[src/rtl/fc_rx_frame_checker_pkg.sv]
// Shared FC receive-path definitions: CRC-32 constants and helper, checker state,
// error/counter indices and the ordered-set primitive decoder.
package fc_rx_frame_checker_pkg;

  localparam logic [31:0] CRC32_POLY    = 32'h04C1_1DB7;
  localparam logic [31:0] CRC32_INIT    = 32'hFFFF_FFFF;
  localparam logic [31:0] CRC32_RESIDUE = 32'hC704_DD7B;

  localparam int ERR_CRC   = 0;
  localparam int ERR_LEN   = 1;
  localparam int ERR_DELIM = 2;

  localparam logic [2:0] ERR_TRUNC    = 3'b100;
  localparam logic [2:0] ERR_ONE_WORD = 3'b110;

  localparam int CNT_GOOD  = 0;
  localparam int CNT_CRC   = 1;
  localparam int CNT_LEN   = 2;
  localparam int CNT_DELIM = 3;
  localparam int CNT_DISC  = 4;
  localparam int CNT_NUM   = 5;

  typedef enum logic [1:0] {
    ST_IDLE     = 2'd0,
    ST_IN_FRAME = 2'd1,
    ST_DISCARD  = 2'd2
  } checker_state_t;

  typedef enum logic [2:0] {
    PRIM_NONE,
    PRIM_EOFN,
    PRIM_EOFT,
    PRIM_EOFNI,
    PRIM_EOFA
  } prim_t;

  // K28.5 led EOF ordered sets, both running-disparity variants of the second byte
  function automatic prim_t map_primitive(input logic [31:0] word);
    prim_t p;
    p = PRIM_NONE;
    case (word)
      32'hBC95_D5D5, 32'hBCB5_D5D5: p = PRIM_EOFN;
      32'hBC95_7575, 32'hBCB5_7575: p = PRIM_EOFT;
      32'hBC8A_D5D5, 32'hBCAA_D5D5: p = PRIM_EOFNI;
      32'hBC95_B5B5, 32'hBCB5_B5B5: p = PRIM_EOFA;
      default:                      p = PRIM_NONE;
    endcase
    return p;
  endfunction

  // Bytes in order [31:24]..[7:0], each byte shifted in LSB first, MSB-first register
  function automatic logic [31:0] crc32_word(input logic [31:0] crc, input logic [31:0] word);
    logic [31:0] c;
    logic [7:0]  b;
    logic        fb;
    c = crc;
    for (int j = 3; j >= 0; j--) begin
      b = word[8*j +: 8];
      for (int i = 0; i < 8; i++) begin
        fb = c[31] ^ b[i];
        c  = {c[30:0], 1'b0} ^ (fb ? CRC32_POLY : 32'h0);
      end
    end
    return c;
  endfunction

endpackage

[src/rtl/fc_crc32_word.sv]
// Combinational next-CRC over one 32-bit word; shared by the RX checker and TX generator.
module fc_crc32_word
  import fc_rx_frame_checker_pkg::*;
(
  input  logic [31:0] crc_i,
  input  logic [31:0] word_i,
  output logic [31:0] crc_o
);

  assign crc_o = crc32_word(crc_i, word_i);

endmodule

[config.mk]
export PLATFORM = sky130hd
export DESIGN_NAME = fc_crc32_word
export DESIGN_NICKNAME = d
export VERILOG_FILES = /design/src/rtl/fc_rx_frame_checker_pkg.sv /design/src/rtl/fc_crc32_word.sv
export SDC_FILE = /design/constraint.sdc
export NUM_CORES = 1
export LEC_CHECK = 0
export BUFFER_PORTS_ARGS = -buffer_cell sky130_fd_sc_hd__clkbuf_2
export CAP_MARGIN = 30
export CORE_AREA = 2 2 108 68
export DETAILED_ROUTE_END_ITERATION = 6
export DIE_AREA = 0 0 110 70
export PLACE_DENSITY = 0.87
export SLEW_MARGIN = 20
export SYNTH_ARGS = -nofsm -noshare
export SYNTH_HDL_FRONTEND = slang
export SYNTH_SLANG_ARGS = --single-unit
[constraint.sdc]
create_clock -name vclk -period 3.9
set_input_delay 0.39 -clock vclk [all_inputs]
set_output_delay 0.39 -clock vclk [all_outputs]
set_load 0.05 [all_outputs]
==> results.toml <==
[sta]
setup-violations-final = 31
relSlewSlack_pct = 61.31
max_freq_mhz = 229.4
slew_viol_final = 0
hold_violations = 0
period_share_pct = 111.8
tightest_slew_ps = 577.5
min_period_ps = 4359
fin_ws_ps = -459.5
rsz0062_at_grt = "true"

[critical_path]
worst_ep_arrival_time_ps = 3970
setup.worst_path.class = "primary input to output pin"
endpoint_kind = "output pin"
slowest_delay_ps = 560
critPathMaxFanout = 4
cp_common_cell = "buf_6"
crit_path_top_delay_cell = "xnor3_2"
start_kind = "primary input"
worstPathCellList = "buf_6 > xor2_2 > xnor3_2 > xor2_4 > buf_6 > xnor2_2 > xor3_2 > xnor3_2 > buf_12 > xnor2_4 > buf_6 > xor2_4 > buf_12"
crit_required_ps = 3510

[floorplanning]
fp-row-count = 24
die_h_um = 70
dieArea_um2 = 7700
initial_core_util_pct = 49.05
die_w_um = 110
core_area_um2 = 6877
ios = 96

[grt]
grt_max_degree = 8
grt_pass1_vias = 3095
antenna_found_initial = 0
grt.overflow.total = 0
grt_pass1_wl_mm = 18.48
grt.total_usage_pct = 33.23

[synth]
yosysWarnings = 0
netlist_area_um2 = 3373
synth_area_per_cell_um2 = 13.44
syn_inst = 251
syn-num-nets = 315
synth.distinct_cells = 13
ys_seq_area_share_pct = 0

[final_layout]
final_area_um2 = 6549
nFlopsAndLatches = 0
antenna_cells = 0
final_common_cell = "buf_4"
multi_input_area_um2 = 4310
syn_to_final_growth_pct = 94.14
nClkBuffers = 0
register_area_um2 = 0
layout.nets = 553
n_fill_cell = 149
most-common-layout-cells = "buf_4, xnor2_1, clkbuf_2"
drive_above_1_share_pct = 75.36

[route]
first_pass_iters = 5
antenna_left = 0
via_per_inst = 5.960
wl_per_cell_um = 32.22
drcViolationCount = 0
wl_mm = 18.62
vias = 3445
drtIter0Drc = 362

[placed_design]
dpl_cell_area_um2 = 5275
gp_congestion = 0.9424
numPortBuffers = 96
place_hpwl_mm = 8.756

[run_status]
violations = "negative setup slack"
status = "finished, violations left"

[cts]
cts_hold_buf = 0

[run]
cap_violations = 0

[hold_path]
hold_path.class = "primary input to output pin"
## final cells by class
| type | instances | area share, % |
|---|---|---|
| multi-input combinational | 248 | 65.82 |
| timing repair buffer | 238 | 32.38 |
| tap | 91 | 1.739 |
| inverter | 1 | 0.05732 |
## layer usage
metal,track usage [%],vias to the layer above,wire length (um)
met5,0,-,0
met1,45.93,1652,6528
met3,9.244,120,2604
met4,5.907,0,1329
met2,52.90,399,8162
li1,-,1274,-
## repair_timing
item,4_1_cts,5_1_grt
pin swaps,32,32
cloned,0,0
endpoints found under the hold margin,0,0
setup endpoints to repair,28,30
resized for setup,61,112
setup buffers,20,23
## cell families after synthesis
| kind of cell | count (synthesis) | share of synthesized area [%] |
|---|---|---|
| buf+inv | 3 | 0.5932 |
| xor+xnor | 248 | 99.41 |
## synthesized netlist by cell type
cell type / number / area [um^2]
buf_2: 1 / 5.000
buf_6: 1 / 11.26
inv_1: 1 / 3.750
xnor2_1: 122 / 1069
xnor2_2: 15 / 244.0
xnor2_4: 9 / 247.7
xnor3_1: 41 / 923.4
xnor3_2: 14 / 332.8
xor2_1: 36 / 315.3
xor2_2: 6 / 97.59
xor2_4: 1 / 27.53
xor3_1: 3 / 71.32
xor3_2: 1 / 25.02
## metrics by stage
stage                     worst slack (ps)  setup TNS (ps)  util, %  hold WS, ps  cells
after CTS                           -22.72          -51.27    84.15         1875    557
after floorplan                     -232.8          -960.3        -         1533    251
after detailed placement            -318.5           -4296    76.71         1859    538
after global routing                -427.2           -7570    95.23         2079    578
after global placement              -190.7           -1535    76.71         1802    538
final                               -459.5           -8283    95.23         2036    578
## final timing paths
check / start / to / cells past startpoint
min: crc_i[18] / crc_o[28] / 8
max: word_i[25] / crc_o[2] / 13
## critical path: cells and delay by family
family	cells	cell delay, ps
buffers and inverters	5	830
xor gates and xnor gates	8	2700
Power is not shown: default switching activity piles up to over one toggle a cycle in this logic, so the estimate is an artifact.
